**src/rtl/mem_if_pkg.sv**
```systemverilog
// Shared types and encodings for the AHB-Lite load/store master: FSM states,
// HTRANS/HSIZE codes, funct3 access codes and the alignment helper.
package mem_if_pkg;

    typedef enum logic [2:0] {
        IDLE  = 3'd0,
        ADDR  = 3'd1,
        DATA  = 3'd2,
        ERR   = 3'd3,
        DONE  = 3'd4,
        FAULT = 3'd5
    } state_t;

    localparam logic [1:0] HTRANS_IDLE   = 2'b00;
    localparam logic [1:0] HTRANS_NONSEQ = 2'b10;

    localparam logic [2:0] F3_B   = 3'b000;
    localparam logic [2:0] F3_H   = 3'b001;
    localparam logic [2:0] F3_W   = 3'b010;
    localparam logic [2:0] F3_D   = 3'b011;
    localparam logic [2:0] F3_BU  = 3'b100;
    localparam logic [2:0] F3_HU  = 3'b101;
    localparam logic [2:0] F3_WU  = 3'b110;
    localparam logic [2:0] F3_BAD = 3'b111;

    localparam logic [2:0] HSIZE_BYTE  = 3'b000;
    localparam logic [2:0] HSIZE_HALF  = 3'b001;
    localparam logic [2:0] HSIZE_WORD  = 3'b010;
    localparam logic [2:0] HSIZE_DWORD = 3'b011;

    // True when the low address bits are not a multiple of the access size.
    function automatic logic misaligned_addr(input logic [1:0] size, input logic [2:0] low);
        logic bad;
        case (size)
            2'b00:   bad = 1'b0;
            2'b01:   bad = low[0];
            2'b10:   bad = |low[1:0];
            2'b11:   bad = |low;
            default: bad = 1'b0;
        endcase
        return bad;
    endfunction

endpackage

```
**src/rtl/mem_lane_align.sv**
```systemverilog
// Byte-lane steering: replicates store data across the bus word and
// extracts/extends load data from the addressed lane.
module mem_lane_align
    import mem_if_pkg::*;
#(
    parameter int XLEN = 32
) (
    input  logic [XLEN-1:0]              wr_data,
    input  logic [1:0]                   wr_size,
    output logic [XLEN-1:0]              wr_lanes,
    input  logic [XLEN-1:0]              rd_data,
    input  logic [$clog2(XLEN/8)-1:0]    rd_lane,
    input  logic [1:0]                   rd_size,
    input  logic                         rd_unsigned,
    output logic [XLEN-1:0]              rd_result
);

    logic [XLEN-1:0] shifted_s;
    logic [XLEN-1:0] keep_s;
    logic            sign_s;
    logic            fill_s;

    // Replicate the right-justified store data so every lane of that size carries it.
    always_comb begin
        wr_lanes = wr_data;
        case (wr_size)
            2'b00:   wr_lanes = {(XLEN/8){wr_data[7:0]}};
            2'b01:   wr_lanes = {(XLEN/16){wr_data[15:0]}};
            2'b10:   wr_lanes = {(XLEN/32){wr_data[31:0]}};
            2'b11:   wr_lanes = wr_data;
            default: wr_lanes = wr_data;
        endcase
    end

    // Mask-based extension avoids zero-width replications when size equals XLEN.
    always_comb begin
        shifted_s = rd_data >> {rd_lane, 3'b000};
        keep_s    = {XLEN{1'b1}};
        sign_s    = shifted_s[XLEN-1];
        case (rd_size)
            2'b00: begin
                keep_s = XLEN'(8'hFF);
                sign_s = shifted_s[7];
            end
            2'b01: begin
                keep_s = XLEN'(16'hFFFF);
                sign_s = shifted_s[15];
            end
            2'b10: begin
                keep_s = XLEN'(32'hFFFF_FFFF);
                sign_s = shifted_s[31];
            end
            2'b11: begin
                keep_s = {XLEN{1'b1}};
                sign_s = shifted_s[XLEN-1];
            end
            default: begin
                keep_s = {XLEN{1'b1}};
                sign_s = shifted_s[XLEN-1];
            end
        endcase
        fill_s    = ~rd_unsigned & sign_s;
        rd_result = (shifted_s & keep_s) | (~keep_s & {XLEN{fill_s}});
    end

endmodule

```
**src/rtl/ahb_lite_master.sv**
```systemverilog
// AHB-Lite master for the load/store unit: one transfer in flight, lane steering,
// wait states, two-cycle error responses. Optional data-phase timeout: AHB_TIMEOUT_EN.
module ahb_lite_master
    import mem_if_pkg::*;
#(
    parameter int         XLEN        = 32,
    parameter logic [3:0] HPROT_VALUE = 4'b0011,
    parameter int         TIMEOUT_CYC = 256
) (
    input  logic            clock,
    input  logic            reset,
    input  logic            mem_transfer,
    input  logic [XLEN-1:0] cpu_addr,
    input  logic [XLEN-1:0] cpu_wdata,
    input  logic            cpu_write,
    input  logic            mem_mode,
    input  logic [2:0]      mem_function,
    output logic [XLEN-1:0] rdata,
    output logic            operation_complete,
    output logic            resp_valid,
    output logic            access_fault,
    output logic            misaligned,
    output logic [XLEN-1:0] haddr,
    output logic            hwrite,
    output logic [2:0]      hsize,
    output logic [2:0]      hburst,
    output logic [3:0]      hprot,
    output logic            hmastlock,
    output logic [1:0]      htrans,
    output logic            hsel,
    output logic [XLEN-1:0] hwdata,
    input  logic [XLEN-1:0] hrdata,
    input  logic            hreadyout,
    input  logic            hresp
);

    localparam int LANE_W = $clog2(XLEN/8);
    localparam logic [1:0] FULL_SIZE = (XLEN == 64) ? 2'b11 : 2'b10;

    state_t            state_r;
    logic [1:0]        size_r;
    logic              unsigned_r;
    logic [LANE_W-1:0] lane_r;
    logic [XLEN-1:0]   wdata_r;
    logic [XLEN-1:0]   haddr_r;
    logic              hwrite_r;
    logic [2:0]        hsize_r;
    logic [1:0]        htrans_r;
    logic              hsel_r;
    logic [XLEN-1:0]   hwdata_r;
    logic [XLEN-1:0]   rdata_r;
    logic              resp_valid_r;
    logic              access_fault_r;
    logic              misaligned_r;
    logic              op_complete_r;

    logic [1:0]        req_size_s;
    logic              req_unsigned_s;
    logic              illegal_s;
    logic              bad_req_s;
    logic [XLEN-1:0]   wdata_rep_s;
    logic [XLEN-1:0]   rdata_ext_s;
    logic              timeout_s;

    // Decode the incoming request: access size, extension and legality.
    always_comb begin
        req_size_s     = FULL_SIZE;
        req_unsigned_s = 1'b0;
        illegal_s      = 1'b0;
        if (mem_mode) begin
            req_size_s     = mem_function[1:0];
            req_unsigned_s = mem_function[2];
            illegal_s      = (mem_function == F3_BAD) ||
                             ((XLEN == 32) && ((mem_function == F3_D) || (mem_function == F3_WU)));
        end else begin
            req_size_s     = FULL_SIZE;
            req_unsigned_s = 1'b0;
            illegal_s      = 1'b0;
        end
        bad_req_s = illegal_s | misaligned_addr(req_size_s, cpu_addr[2:0]);
    end

    mem_lane_align #(.XLEN(XLEN)) u_lane_align (
        .wr_data     (cpu_wdata),
        .wr_size     (req_size_s),
        .wr_lanes    (wdata_rep_s),
        .rd_data     (hrdata),
        .rd_lane     (lane_r),
        .rd_size     (size_r),
        .rd_unsigned (unsigned_r),
        .rd_result   (rdata_ext_s)
    );

`ifdef AHB_TIMEOUT_EN
    localparam int TO_W = $clog2(TIMEOUT_CYC + 1);
    logic [TO_W-1:0] to_cnt_r;
    logic            busy_s;

    // Bus-busy flag: any state that is waiting on the slave.
    always_comb begin
        busy_s    = (state_r == ADDR) || (state_r == DATA) || (state_r == ERR);
        timeout_s = busy_s && (to_cnt_r == TO_W'(TIMEOUT_CYC - 1));
    end

    // Cycles spent on the bus; idle states hold it at zero so ADDR entry starts fresh.
    always_ff @(posedge clock or negedge reset) begin
        if (!reset) begin
            to_cnt_r <= {TO_W{1'b0}};
        end else if (busy_s) begin
            to_cnt_r <= to_cnt_r + TO_W'(1);
        end else begin
            to_cnt_r <= {TO_W{1'b0}};
        end
    end
`else
    // Without the watchdog the master waits on hreadyout indefinitely.
    always_comb begin
        timeout_s = 1'b0;
    end
`endif

    // Transfer sequencer; every core- and bus-facing output is a register set here.
    always_ff @(posedge clock or negedge reset) begin
        if (!reset) begin
            state_r        <= IDLE;
            size_r         <= 2'b10;
            unsigned_r     <= 1'b0;
            lane_r         <= {LANE_W{1'b0}};
            wdata_r        <= {XLEN{1'b0}};
            haddr_r        <= {XLEN{1'b0}};
            hwrite_r       <= 1'b0;
            hsize_r        <= HSIZE_WORD;
            htrans_r       <= HTRANS_IDLE;
            hsel_r         <= 1'b0;
            hwdata_r       <= {XLEN{1'b0}};
            rdata_r        <= {XLEN{1'b0}};
            resp_valid_r   <= 1'b0;
            access_fault_r <= 1'b0;
            misaligned_r   <= 1'b0;
            op_complete_r  <= 1'b1;
        end else begin
            resp_valid_r <= 1'b0;
            if (timeout_s) begin
                state_r        <= FAULT;
                hsel_r         <= 1'b0;
                htrans_r       <= HTRANS_IDLE;
                access_fault_r <= 1'b1;
                resp_valid_r   <= 1'b1;
            end else begin
                case (state_r)
                    IDLE: begin
                        if (mem_transfer) begin
                            access_fault_r <= 1'b0;
                            misaligned_r   <= bad_req_s;
                            op_complete_r  <= 1'b0;
                            if (bad_req_s) begin
                                // Rejected before the bus sees anything.
                                state_r      <= FAULT;
                                resp_valid_r <= 1'b1;
                            end else begin
                                state_r    <= ADDR;
                                size_r     <= req_size_s;
                                unsigned_r <= req_unsigned_s;
                                lane_r     <= cpu_addr[LANE_W-1:0];
                                wdata_r    <= wdata_rep_s;
                                haddr_r    <= cpu_addr;
                                hwrite_r   <= cpu_write;
                                hsize_r    <= {1'b0, req_size_s};
                                hsel_r     <= 1'b1;
                                htrans_r   <= HTRANS_NONSEQ;
                            end
                        end
                    end
                    ADDR: begin
                        if (hreadyout) begin
                            state_r  <= DATA;
                            htrans_r <= HTRANS_IDLE;
                            hwdata_r <= wdata_r;
                        end
                    end
                    DATA: begin
                        if (hresp) begin
                            state_r <= ERR;
                        end else if (hreadyout) begin
                            state_r      <= DONE;
                            hsel_r       <= 1'b0;
                            resp_valid_r <= 1'b1;
                            if (!hwrite_r) begin
                                rdata_r <= rdata_ext_s;
                            end
                        end
                    end
                    ERR: begin
                        if (hreadyout) begin
                            state_r        <= FAULT;
                            hsel_r         <= 1'b0;
                            access_fault_r <= 1'b1;
                            resp_valid_r   <= 1'b1;
                        end
                    end
                    DONE, FAULT: begin
                        state_r       <= IDLE;
                        op_complete_r <= 1'b1;
                    end
                    default: begin
                        state_r       <= IDLE;
                        hsel_r        <= 1'b0;
                        htrans_r      <= HTRANS_IDLE;
                        op_complete_r <= 1'b1;
                    end
                endcase
            end
        end
    end

    assign rdata              = rdata_r;
    assign operation_complete = op_complete_r;
    assign resp_valid         = resp_valid_r;
    assign access_fault       = access_fault_r;
    assign misaligned         = misaligned_r;
    assign haddr              = haddr_r;
    assign hwrite             = hwrite_r;
    assign hsize              = hsize_r;
    assign hburst             = 3'b000;
    assign hprot              = HPROT_VALUE;
    assign hmastlock          = 1'b0;
    assign htrans             = htrans_r;
    assign hsel               = hsel_r;
    assign hwdata             = hwdata_r;

endmodule
```
**config.mk**
```make
export PLATFORM = sky130hd
export DESIGN_NAME = ahb_lite_master
export DESIGN_NICKNAME = d
export VERILOG_FILES = /design/src/rtl/mem_if_pkg.sv /design/src/rtl/mem_lane_align.sv /design/src/rtl/ahb_lite_master.sv
export SDC_FILE = /design/constraint.sdc
export NUM_CORES = 1
export LEC_CHECK = 0
export ABC_AREA = 1
export CAP_MARGIN = 5
export CORE_ASPECT_RATIO = 1.25
export CORE_MARGIN = 1
export CORE_UTILIZATION = 41
export DETAILED_ROUTE_END_ITERATION = 12
export PLACE_DENSITY = 0.76
export SYNTH_ARGS = -nofsm -noshare
export SYNTH_HDL_FRONTEND = slang
export SYNTH_SLANG_ARGS = --single-unit
```
**constraint.sdc**
```tcl
create_clock -name clock -period 1.6 [get_ports clock]
set_input_delay 0.24 -clock clock [delete_from_list [all_inputs] [get_ports clock]]
set_output_delay 0.24 -clock clock [all_outputs]
set_load 0.005 [all_outputs]
```
==> flow_summary.toml, run 1 <==
[run_status]
status = "complete, but fails checks"
failed_checks = "setup timing"

[placement]
dp_hpwl_um = 13440
dpl-instance-area_um2 = 9143
post-place-ws_ns = -0.3136
gp_congestion = 0.8860
port-buffer-count = 210

[route]
first_iter_violations = 805
met2_length_um = 11650
drtPass1Iterations = 6
top_layer_used = "met4"
wl_met3_um = 1824
met1Wirelength_um = 8751
ant_nets = 0
postRouteWirelength_um = 23260
via_per_inst = 5.209
route.detailed.drc = 0
routedWlPerCell_um = 17.50
routed-via-count = 6923

[global_route]
grt_use_total = 0.2665
grt_pass1_vias = 6592
grt_pass1_wl_um = 33400
antenna_found_initial = 0
grt_start_max_net_pins = 65
gr-total-overflow = 0

[clock_tree]
cts_made_buffers = 17
path_clk_slew_ns = 0.06
cts-root-buf = "clkbuf_16"
numClockSinks = 141
cts_buffer_depth = 2
insertion_delay_ns = 0.42
cts_tree = "yes"
h-tree-depth = 4

[critical_path]
startpoint_type = "flop"
required_ns = 1.94
crit_slowest_cell = "dfrtp_2"
r2r_setup_slack_ns = -0.12
cp_cell_sequence = "nor3_4 -> inv_2 -> nor2_4 -> inv_4 -> nor2_4 -> buf_12 -> buf_8 -> buf_16 -> nand2_2 -> o21ai_1"
crit_top_cell = "nor2_4"
crit_fanout = 7
crit_path_end_kind = "flop"
path_class = "flop to flop"
crit_arrival_ns = 2.06
critPathMaxStageDelay_ns = 0.42

[sta]
fmax_ghz = 0.5808
slew_violations = 0
fin_crit_ns = 1.722
fin_skew_ns = 0.01074
fin_setup_tns_ns = -4.419
rsz0062_at_grt = "yes"
hold_viol = 0
period_share = 1.076
finalSetupViolCount = 69
worst_slack_ns = -0.1217

[flow_run]
max_cap_violations = 0

[floorplan]
io_pins = 221
row_count = 51
coreArea_um2 = 15510
dieArea_um2 = 16300
die_h_um = 142.5
initial_core_util = 0.4176
die_w_um = 114.4

[cells_and_area]
fin_util = 0.7077
syn2layout_area_growth_pct = 69.47
drive_gt1_frac = 0.2274
diodes = 0
postLayoutCellArea_um2 = 10970
nNetsFinal = 1213
fill_cells = 1122

[synth]
yosysSeqAreaShare = 0.5453
synth_seq_cells = 141
synthCells = 821
syn-cell-area_um2 = 6475
synth.distinct_cells = 25
yosys_warnings = 0
syn_area_per_cell_um2 = 7.887

[pwr]
p_leak_nw = 5.251
ir_drop_mv = 1.036
finalPower_w = 0.01949
p_per_area_nw_per_um2 = 1776

[worst_hold_path]
hold_class = "primary input to asynchronous set/reset pin"
-- cell usage after synthesis --
library cell    n  share of area
buf_2          12         0.0093
nor3_4          1         0.0025
nor2_4          1         0.0017
a21oi_1        51          0.039
o21ai_1        36          0.028
buf_1           3         0.0017
nor2_2          2         0.0019
nand3_1        33          0.026
dfstp_2         2         0.0081
clkinv_1        1        0.00058
o211ai_1        4         0.0046
inv_1          64          0.037
nor2_1         66          0.038
buf_6           1         0.0017
ha_1            3         0.0058
nor3_2          1         0.0015
dfrtp_1       139           0.54
buf_4          14          0.016
nand3b_1        1         0.0012
conb_1          2         0.0012
inv_2           4         0.0023
nand2_1       289           0.17
o21ai_0        71          0.055
nor3_1          1        0.00077
clkbuf_1       19          0.011
-- state kept, by name, summed over array words and instances, names as in the netlist, 2 cells and up --
name / count
state_r: 3
rdata: 32
hwdata: 32
haddr: 31
wdata_r: 32
hsize: 2
-- cell usage in the layout (no fill, tap or decap), types with 4 or more instances in the layout --
cell / n
nand3_1: 25
nand3_2: 7
o21ai_1: 26
clkdlybuf4s50_1: 201
buf_6: 16
inv_6: 6
a21oi_2: 9
clkinvlp_4: 4
buf_12: 15
a21oi_1: 40
nand2_4: 13
nand2_2: 40
conb_1: 10
inv_1: 62
o21ai_0: 62
clkbuf_16: 25
dlygate4sd2_1: 5
dfrtp_1: 135
nor2_2: 15
buf_16: 5
buf_4: 48
dfrtp_2: 4
o21ai_2: 19
nor2_1: 49
nor2_4: 5
o211ai_1: 4
nand2_1: 236
-- final timing paths --
| path | start | end | cells after the start |
|---|---|---|---|
| max | state_r[0] | wdata_r[24] | 10 |
| min | reset | hwdata[9] | 2 |
| max reg2reg | state_r[0] | wdata_r[24] | 10 |
| min reg2reg | haddr[13] | haddr[13] | 2 |
| max in group asynchronous | reset | rdata[12] | 3 |
| min in group clock | cpu_addr[4] | haddr[4] | 3 |
-- layout make-up --
class | count | area (um2) | share of cell area
inverter | 69 | 284.0 | 0.02588
clock inverter | 13 | 177.7 | 0.01619
tap | 212 | 265.3 | 0.02417
multi-input combinational | 570 | 2905 | 0.2648
clock buffer | 19 | 442.9 | 0.04036
sequential | 141 | 3536 | 0.3222
timing repair buffer | 305 | 3362 | 0.3064
-- what timing repair did --
action	in CTS	in global routing
hold endpoints to repair	38	0
setup buffers	17	8
endpoints found under the setup margin	63	99
gates cloned	9	10
pin swaps	4	9
hold buffers	1	0
gates resized for setup	46	141
-- stage by stage --
step	hold WS, ns	instances
after floorplan	-0.05559	829
after CTS	0.3433	1314
after detailed placement	0.2153	1255
after global routing	0.3567	1329
after global placement	0.2174	1255
final	0.3398	1329
-- per-layer routing --
layer | track usage | vias up
li1 | - | 3158
met1 | 0.3195 | 3280
met2 | 0.4542 | 398
met3 | 0.06005 | 87
met4 | 0.1230 | 0
met5 | 0 | -
-- power breakdown --
part / leakage, nW / internal (W) / switching (W)
Sequential: 1.74 / 0.00529 / 0.00104
Clock: 0.298 / 0.00254 / 0.00164
Combinational: 3.21 / 0.00477 / 0.00420
Total: 5.25 / 0.0126 / 0.00688
-- critical path, delay by kind of cell, from the launching register on --
kind | cells | cell delay (ns)
AOI/OAI and AO/OA | 1 | 0.08
buffers and inverters | 5 | 0.54
DFF | 1 | 0.42
and+or+nand+nor | 4 | 0.59
-- kinds of logic after synthesis --
logic type,Yosys count,share of synthesized area
flops,141,0.5453
fa+ha+maj,3,0.005798
simple gates,395,0.2410
other cells,2,0.001160
compound gates,162,0.1268
buf+inv,118,0.08000
Note: power is estimated with default switching activity, not from simulation.
==> inputs of run 2 (changes only) <==
CORE_MARGIN = default   (was 1)
CTS_CLUSTER_SIZE = 16   (was default)
TNS_END_PERCENT = 50   (was default)
==> flow_summary.toml, run 2 (synthesized netlist as in run 1, its figures left out) <==
[sta]
fin_skew_ns = 0.01187
fin_setup_tns_ns = -1.564
fin_crit_ns = 1.678
period_share = 1.049
worst_slack_ns = -0.07817
rsz0062_at_grt = "yes"
finalSetupViolCount = 41
hold_viol = 0
fmax_ghz = 0.5959
slew_violations = 0

[route]
route.detailed.drc = 0
ant_nets = 0
postRouteWirelength_um = 21700
routed-via-count = 6800
first_iter_violations = 654
drtPass1Iterations = 6
routedWlPerCell_um = 16.43
via_per_inst = 5.148

[critical_path]
startpoint_type = "flop"
startpoint = "state_r[0]"
crit_path_end_kind = "flop"
required_ns = 1.93
crit_fanout = 7
r2r_start = "state_r[0]"
path_class = "flop to flop"
crit_arrival_ns = 2.01

[cells_and_area]
multi_input_area_um2 = 2709
fill_cells = 1176
nNetsFinal = 1205
fin_cells = 1321
final_cell_mix = "nand2_1, clkdlybuf4s50_1, dfrtp_1"
syn2layout_area_growth_pct = 64.17
drive_gt1_frac = 0.1849
diodes = 0
seqCellArea_um2 = 3536
final_common_cell = "nand2_1"
fin_util = 0.6855

[clock_tree]
h-tree-depth = 4
path_clk_slew_ns = 0.06
cts-root-buf = "clkbuf_16"
numClockSinks = 141
cts_made_buffers = 17
cts_tree = "yes"
cts_buffer_depth = 2
insertion_delay_ns = 0.42

[run_status]
status = "complete, but fails checks"
failed_checks = "setup timing"

[pwr]
p_per_area_nw_per_um2 = 1782
finalPower_w = 0.01894
p_leak_nw = 5.074
ir_drop_mv = 1.164

[placement]
gp_congestion = 0.8860
post-place-ws_ns = -0.3136
port-buffer-count = 210
dp_hpwl_um = 13440
placedCellCount = 1255

[global_route]
grt_use_total = 0.2623
grt_pass1_vias = 6540
antenna_found_initial = 0
grt_pass1_wl_um = 32930
gr-total-overflow = 0
grt_start_max_net_pins = 65

[floorplan]
row_count = 51
initial_core_util = 0.4176
die_h_um = 142.5
die_w_um = 114.4
io_pins = 221
dieArea_um2 = 16300
coreArea_um2 = 15510

[worst_hold_path]
hold_class = "primary input to asynchronous set/reset pin"

[flow_run]
max_cap_violations = 0
## run 2: final cells by class
type	count	area share
timing repair buffer	297	0.3032
sequential	141	0.3326
clock buffer	19	0.04167
clock inverter	13	0.01671
multi-input combinational	570	0.2548
inverter	69	0.02601
tap	212	0.02495
## run 2: path summary, 6_finish.rpt
kind,endpoint,cells after the start,slack (ns)
worst max-delay path,wdata_r[9],10,-0.08
worst min-delay path,hwdata[9],2,0.34
worst max register to register,wdata_r[9],10,-0.08
worst min register to register,haddr[10],2,0.48
max in group asynchronous,rdata[12],3,0.69
min in group clock,haddr[4],3,0.36
## run 2: through the flow
stage	hold WS [ns]	area (um2)
2_1_floorplan	-0.05559	6505
3_3_place_gp	0.2174	9143
3_5_place_dp	0.2153	9143
4_1_cts	0.3440	10210
5_1_grt	0.3586	10630
6_report	0.3394	10630
## run 2: critical path, cell delays in order (launching register included)
cell     delay, ns
dfrtp_2       0.42
nor3_4        0.22
inv_2         0.08
nor2_4        0.12
inv_4         0.06
nor2_4        0.18
buf_12        0.13
buf_8         0.11
buf_16        0.13
nand2_2       0.04
o21ai_1       0.10
## run 2: metal layers
metal / vias up / share of wire / GRT usage
met1: 3198 / 0.38 / 0.3134
li1: 3147 / - / -
met5: - / 0 / 0
met4: 0 / 0.036 / 0.1176
met2: 385 / 0.51 / 0.4491
met3: 70 / 0.078 / 0.06005
## run 2: timing repair
item / CTS / global route
gates cloned: 8 / 5
endpoints found under the setup margin: 63 / 99
pin swaps: 3 / 6
buffers inserted: 14 / 6
resized for setup: 40 / 78
hold buffers: 1 / 0
hold endpoints to repair: 38 / 0
## run 2: power by group
part           total [W]  internal [W]  leakage [nW]  switching (W)
sequential       0.00627       0.00529          1.74       0.000981
clock            0.00415       0.00254         0.298        0.00161
combinational    0.00852       0.00457          3.03        0.00395
==> inputs of run 3 (changes only) <==
REMOVE_ABC_BUFFERS = 1   (was default)
==> flow_summary.toml, run 3 (synthesized netlist as in run 1, its figures left out) <==
[cells_and_area]
nNetsFinal = 1198
seqCellArea_um2 = 3537
diodes = 0
final_common_cell = "nand2_1"
fill_cells = 1230
drive_gt1_frac = 0.1826
syn2layout_area_growth_pct = 64.04
multi_input_area_um2 = 2778
postLayoutCellArea_um2 = 10620
final_cell_mix = "nand2_1, clkdlybuf4s50_1, dfrtp_1"

[sta]
hold_viol = 0
fin_crit_ns = 1.671
fmax_ghz = 0.5985
period_share = 1.044
finalSetupViolCount = 63
slew_violations = 0
whs_ns = 0.3218
worst_slack_ns = -0.07082
rsz0062_at_grt = "yes"
fin_skew_ns = 0.008141

[critical_path]
path_class = "flop to flop"
rr_worst_depth = 10
cp_cell_sequence = "nor3_4 -> inv_2 -> nor2_4 -> inv_2 -> nor2_4 -> buf_6 -> inv_8 -> clkbuf_16 -> nand2_1 -> nand2_1"
required_ns = 1.90
crit_fanout = 15
r2r_setup_slack_ns = -0.07
r2r_start = "state_r[0]"
critPathMaxStageDelay_ns = 0.44
endpoint = "haddr[29]"
r2r_end = "haddr[29]"
crit_arrival_ns = 1.98
startpoint_type = "flop"
crit_path_end_kind = "flop"
startpoint = "state_r[0]"
crit_slowest_cell = "dfrtp_2"

[clock_tree]
cts-root-buf = "clkbuf_16"
numClockSinks = 141
cts_made_buffers = 17
insertion_delay_ns = 0.41
h-tree-depth = 4
cts_tree = "yes"
cts_buffer_depth = 2
path_clk_slew_ns = 0.06

[route]
postRouteWirelength_um = 20290
routedWlPerCell_um = 15.46
via_per_inst = 4.992
routed-via-count = 6554
ant_nets = 0
drtPass1Iterations = 6
route.detailed.drc = 0
first_iter_violations = 394

[floorplan]
io_pins = 221
row_count = 51
die_h_um = 142.5
die_w_um = 114.4
dieArea_um2 = 16300
coreArea_um2 = 15510
initial_core_util = 0.4176

[placement]
dpl-instance-area_um2 = 9133
gp_congestion = 0.9012
dp_hpwl_um = 13130
port-buffer-count = 210

[global_route]
grt_use_total = 0.2397
gr-total-overflow = 0
antenna_found_initial = 0
grt_pass1_wl_um = 30020
grt_start_max_net_pins = 65
grt_pass1_vias = 6091

[pwr]
p_per_area_nw_per_um2 = 1783
p_leak_nw = 5.178
ir_drop_mv = 0.9730

[flow_run]
max_cap_violations = 0

[run_status]
failed_checks = "setup timing"
status = "complete, but fails checks"

[worst_hold_path]
hold_class = "primary input to asynchronous set/reset pin"
==> run 3: cell types whose count changed in the layout (fill, tap and decap cells not counted), sizes merged <==
| cell | change |
|---|---|
| buf | -9 |
| bufbuf | -1 |
| bufinv | +1 |
| clkbuf | +5 |
| clkdlybuf4s50 | -12 |
| clkinv | +2 |
| dlymetal6s2s | +12 |
| inv | -6 |
==> run 3: worst max-delay path, delay by kind of cell (launching register included) <==
kind | cells | cell delay [ns]
simple gates | 5 | 0.62
flops | 1 | 0.44
buf+inv | 5 | 0.49
==> run 3: what timing repair did <==
item,in CTS,in global routing
gates cloned,3,9
hold buffers,1,0
gates resized for setup,21,127
endpoints found under the hold margin,35,0
pin swaps,2,5
buffers inserted,9,4
endpoints found under the setup margin,69,115
==> run 3: layout make-up <==
type	instances	area share
clock buffers	21	0.04524
repair buffers	290	0.2939
multi-input cells	570	0.2615
inverters	69	0.02615
clock inverters	10	0.01520
well taps	212	0.02497
flip-flops and latches	141	0.3330
==> run 3: per-layer routing <==
metal,vias up,part of all wire,GRT usage
li1,3124,-,-
met1,3077,0.38,0.2768
met2,295,0.51,0.4137
met3,58,0.081,0.07496
met4,0,0.029,0.09159
met5,-,0,0
==> run 3: worst min-delay path by stage <==
stage,start,to,cells after the start
after floorplan,reset,access_fault,0
after global placement,reset,rdata[3],1
after detailed placement,reset,rdata[3],1
after CTS,reset,rdata[3],2
after global routing,reset,rdata[3],2
final,reset,rdata[3],2
==> run 3: where the power goes <==
part / leakage [nW] / total [W] / internal [W] / switching [W]
combinational: 3.13 / 0.00840 / 0.00450 / 0.00390
clock: 0.307 / 0.00423 / 0.00276 / 0.00147
sequential: 1.74 / 0.00631 / 0.00529 / 0.00102
==> run 3: per-stage QoR <==
step                      worst slack, ns  total power [W]  utilization  setup TNS, ns  instances
after floorplan                    -1.399         0.009140            -        -111.95        780
after global placement            -0.2670          0.01342       0.5890         -18.26       1257
after detailed placement          -0.3415          0.01359       0.5890         -22.08       1257
after CTS                       -0.006268          0.01822       0.6439      -0.006268       1301
after global routing              -0.1493          0.02015       0.6850         -8.586       1313
final                            -0.07082          0.01894       0.6850         -2.609       1313
==> RTL edit 1 (settings of run 2) <==
`XLEN` is set to 32 in 2 places; all go to 64.
--- a/src/rtl/mem_lane_align.sv
+++ b/src/rtl/mem_lane_align.sv
@@ -3,7 +3,7 @@
 module mem_lane_align
     import mem_if_pkg::*;
 #(
-    parameter int XLEN = 32
+    parameter int XLEN = 64
 ) (
     input  logic [XLEN-1:0]              wr_data,
     input  logic [1:0]                   wr_size,
--- a/src/rtl/ahb_lite_master.sv
+++ b/src/rtl/ahb_lite_master.sv
@@ -3,7 +3,7 @@
 module ahb_lite_master
     import mem_if_pkg::*;
 #(
-    parameter int         XLEN        = 32,
+    parameter int         XLEN        = 64,
     parameter logic [3:0] HPROT_VALUE = 4'b0011,
     parameter int         TIMEOUT_CYC = 256
 ) (
Interface: changed (6 resized); port bits go from 221 to 413. No check against the original RTL was run, so the function may have changed too.
==> RTL edit 1 against run 2 <==
The flow still finishes with violations (negative setup slack); worst setup slack got worse by 0.16 ns; total power increased by 93%; non-clock buffer count increased by 285; fmax decreased by 8.9%; sequential cell count increased by 128; die area increased by 99%; synthesized area increased by 100%; wire length increased by 130%; highest routed layer is now met5; cell area increased by 88%; global-route usage increased by 4.0 points; cell count increased by 96%.
==> RTL edit 1: results (changes against run 2) <==
outcome: complete, but fails checks
violated checks: negative setup slack
Worst Skew: 0.01322 ns (+0.001348 ns)
initial antenna violation count: 8 (+8)
RePlAce Congestion: 0.9488 (+7.1%)
I/O Buffers: 402 (+91%)
mux contribution to synthesized area: 0.01901 (+0.01901)
DR iter-0 viols: 1,086 (+66%)
Final Setup Violations: 137 (+230%)
Synth Area in Compound Gates: 0.1499 (+0.02312)
largest net degree at the start of global routing: 69 (+6.2%)
cell family with most CP delay: buffers and inverters
post-synthesis adder-cell area fraction: 0.002880 (-0.002917)
worst-skew pair later-pin latency: 0.55 ns (+0.13 ns)
final net count: 2,367 (+96%)
sequential share of the synthesized area: 0.5168 (-0.02856)
Vias: 13,580 (+100%)
drt wl/cell: 19.20 µm (+17%)
CTS buffer count: 27 (+10)
Crit path largest cell delay: 0.49 ns (+0.07 ns)
Commonest cells post-synth: 518 x nand2_1, 267 x dfrtp_1, 207 x o21ai_0
dpl ws: -0.5788 ns (-0.2652 ns)
P_leak: 10.08 nW (+99%)
first-pass GRT wire length: 75.44 mm (+130%)
Distinct cells, synth: 39 (+56%)
largest cells by area after synthesis: dfrtp_1 51%, nand2_1 15%, o21ai_0 8.0%, inv_1 4.1%, nor2_1 3.8%
share of cells above drive strength 1: 0.1421 (-0.04271)
peak supply drop: 1116 µV (-4.2%)
smallest setup slack after layout: -0.2415 ns (-0.1633 ns)
Fill cells: 2,601 (+120%)
## RTL edit 1: cell types whose count changed after synthesis, moves of 11 or more
cell	run 2	this run
mux2_2	0	22
a21oi_1	51	86
nand2_1	289	518
a31oi_1	0	17
o211ai_1	4	15
nand3_1	33	71
inv_1	64	142
o21ai_0	71	207
nor2_1	66	132
dfrtp_1	139	267
clkbuf_1	19	40
buf_2	12	43
o21ai_1	36	3
## RTL edit 1: cell families (layout without fill, tap and decap cells)
family / after synthesis / after routing
AOI/OAI and AO/OA: 358 / 358
buffers and inverters: 260 / 780
adders and majority gates: 3 / 3
muxes: 22 / 22
other: 2 / 14
and+or+nand+nor: 739 / 739
DFF: 269 / 269
## RTL edit 1: metrics by stage
stage          hold slack [ns]  instances  total power, mW  instance area, µm²  utilization
6_report                0.1891       2592            36.58               19950       0.6420
3_5_place_dp            0.1840       2527            29.41               18690       0.6014
5_1_grt                 0.2240       2589            38.75               19950       0.6418
2_1_floorplan         -0.05559       1661            18.97               13080            -
3_3_place_gp            0.1762       2527            29.04               18690       0.6014
4_1_cts                 0.2075       2583            36.00               19700       0.6339
## RTL edit 1: cell type report
type | count | share of cell area
well taps | 407 | 0.02552
flip-flops and latches | 269 | 0.3377
clock inverters | 11 | 0.009656
diodes | 4 | 0.0005016
repair buffers | 582 | 0.2888
multi-input cells | 1132 | 0.2693
inverters | 150 | 0.02928
clock buffers | 37 | 0.03925
## RTL edit 1: metal layers
layer,global-route usage,vias up,wire length [µm]
met5,0,-,41
met4,0.1314,6,2188
met3,0.07421,118,4731
met2,0.5299,716,24900
met1,0.3460,6440,17920
li1,-,6302,-
## RTL edit 1: timing repair
action,4_1_cts,5_1_grt
setup endpoints to repair,387,333
cloned,1,3
hold endpoints to repair,104,0
setup buffers,6,2
pin swaps,1,4
gates resized for setup,161,57
hold buffers,1,0
## RTL edit 1: worst paths after layout
kind                                            start               endpoint  slack (ns)
min in group clock                       cpu_addr[20]  haddr[20]$_DFFE_PN0P_        0.22
max in group asynchronous                       reset   hsize[1]$_DFFE_PN1P_        0.73
worst min register to register  rdata[11]$_DFFE_PN0P_  rdata[11]$_DFFE_PN0P_        0.48
worst max register to register  lane_r[0]$_DFFE_PN0P_  rdata[22]$_DFFE_PN0P_       -0.24
worst min-delay path                            reset  haddr[11]$_DFFE_PN0P_        0.19
worst max-delay path            lane_r[0]$_DFFE_PN0P_  rdata[22]$_DFFE_PN0P_       -0.24
## RTL edit 1: where the power goes
| group | leakage, nW | switching (mW) | internal (mW) | total, mW |
|---|---|---|---|---|
| sequential | 3.31 | 1.93 | 10.1 | 12.0 |
| clock | 0.480 | 2.74 | 4.23 | 6.98 |
| combinational | 6.29 | 8.97 | 8.62 | 17.6 |
| total | 10.1 | 13.6 | 22.9 | 36.6 |
==> RTL edit 2 (flow settings as in run 2) <==
Made on the original files. Add an input register stage for `mem_mode`, with the module's reset; this delays it by one clock. The other inputs are not delayed to match.
--- a/src/rtl/ahb_lite_master.sv
+++ b/src/rtl/ahb_lite_master.sv
@@ -37,6 +37,16 @@
     localparam int LANE_W = $clog2(XLEN/8);
     localparam logic [1:0] FULL_SIZE = (XLEN == 64) ? 2'b11 : 2'b10;
 
+    logic mem_mode_q;
+
+    always_ff @(posedge clock or negedge reset) begin
+        if (!reset) begin
+            mem_mode_q <= '0;
+        end else begin
+            mem_mode_q <= mem_mode;
+        end
+    end
+
     state_t            state_r;
     logic [1:0]        size_r;
     logic              unsigned_r;
@@ -67,7 +77,7 @@
         req_size_s     = FULL_SIZE;
         req_unsigned_s = 1'b0;
         illegal_s      = 1'b0;
-        if (mem_mode) begin
+        if (mem_mode_q) begin
             req_size_s     = mem_function[1:0];
             req_unsigned_s = mem_function[2];
             illegal_s      = (mem_function == F3_BAD) ||
Behaviour: not the same (Yosys sat finds a counterexample within 4 cycles, from zero or initial values and one cycle with reset low).
==> RTL edit 2 against run 2 <==
Synthesized area up 1.6%; sequential cell count up 1; wire length down 11%; largest power group unchanged; cell area down 6.2%; largest cell class unchanged; worst setup slack better by 0.11 ns; cell count down 6.7%; critical endpoint is now rdata[11]; synthesized cell count down 6.7%; sequential power about the same; total power down 4.9%; global-route usage down 2.3 points.
==> RTL edit 2: results (changes against run 2) <==
DP HPWL: 13.77 mm (+2.5%)
clkbuf count: 21 (+2)
Vias: 6,173 (-9.2%)
R2R depth: 9 (-1)
met3 usage: 0.06959 (+0.009540)
Multi-Input Combinational: 551 (-3.3%)
Seq power: 6.28 mW (about the same)
critical path class: flip-flop to output port
M1 wire length: 7.764 mm (-5.9%)
DR iter-0 viols: 550 (-16%)
Final Non-Filler Cells: 1,232 (-6.7%)
WL met3: 1.422 mm (-16%)
share of cells above drive strength 1: 0.1480 (-0.03681)
outcome: completed
Clock buf/inv share: 0.06175 (+0.003374)
Avg Cell Area, Syn: 8.589 µm² (+8.9%)
largest net degree at the start of global routing: 45 (-31%)
met2 usage: 0.3996 (-0.04950)
CP endpoint: rdata[11]
peak supply drop: 918.7 µV (-21%)
first-pass GRT wire length: 29.95 mm (-9.0%)
Die W: 115.3 µm (+0.79%)
P_leak: 4.840 nW (-4.6%)
Total Routing Usage GR: 0.2393 (-0.02300)
WL met2: 9.467 mm (-14%)
smallest setup slack after layout: 0.03046 ns (+0.1086 ns)
Crit path largest cell delay: 0.54 ns (+0.12 ns)
Clock Power Share: 0.230 (+0.011)
crit path max fanout: 2 (-5)
setup slack, reg-to-reg: 0.07 ns (+0.15 ns)
vias in the first global route: 6,004 (-8.2%)
[RTL edit 2: changes by cell type in the layout (fill, tap and decap cells not counted), sizes merged, moves of 6 or more]
cell,run 2,this run
inv,74,33
nand3,33,68
dlymetal6s2s,2,8
mux2,0,32
nand2,289,243
o21ai,107,55
and3,0,14
buf,80,54
clkdlybuf4s50,202,195
[RTL edit 2: logic make-up after synthesis]
family,Yosys count,share of synthesized area
compound gates,114,0.08901
buf+inv,81,0.06276
simple gates,395,0.2518
mux,32,0.05477
flops,142,0.5405
other cells,2,0.001142
[RTL edit 2: what timing repair did]
| action | 4_1_cts | 5_1_grt |
|---|---|---|
| endpoints found under the setup margin | 6 | 71 |
| gates cloned | 0 | 1 |
| pin swaps | 0 | 0 |
| setup buffers | 4 | 0 |
| hold buffers | 1 | 0 |
| endpoints found under the hold margin | 117 | 0 |
| resized for setup | 13 | 35 |
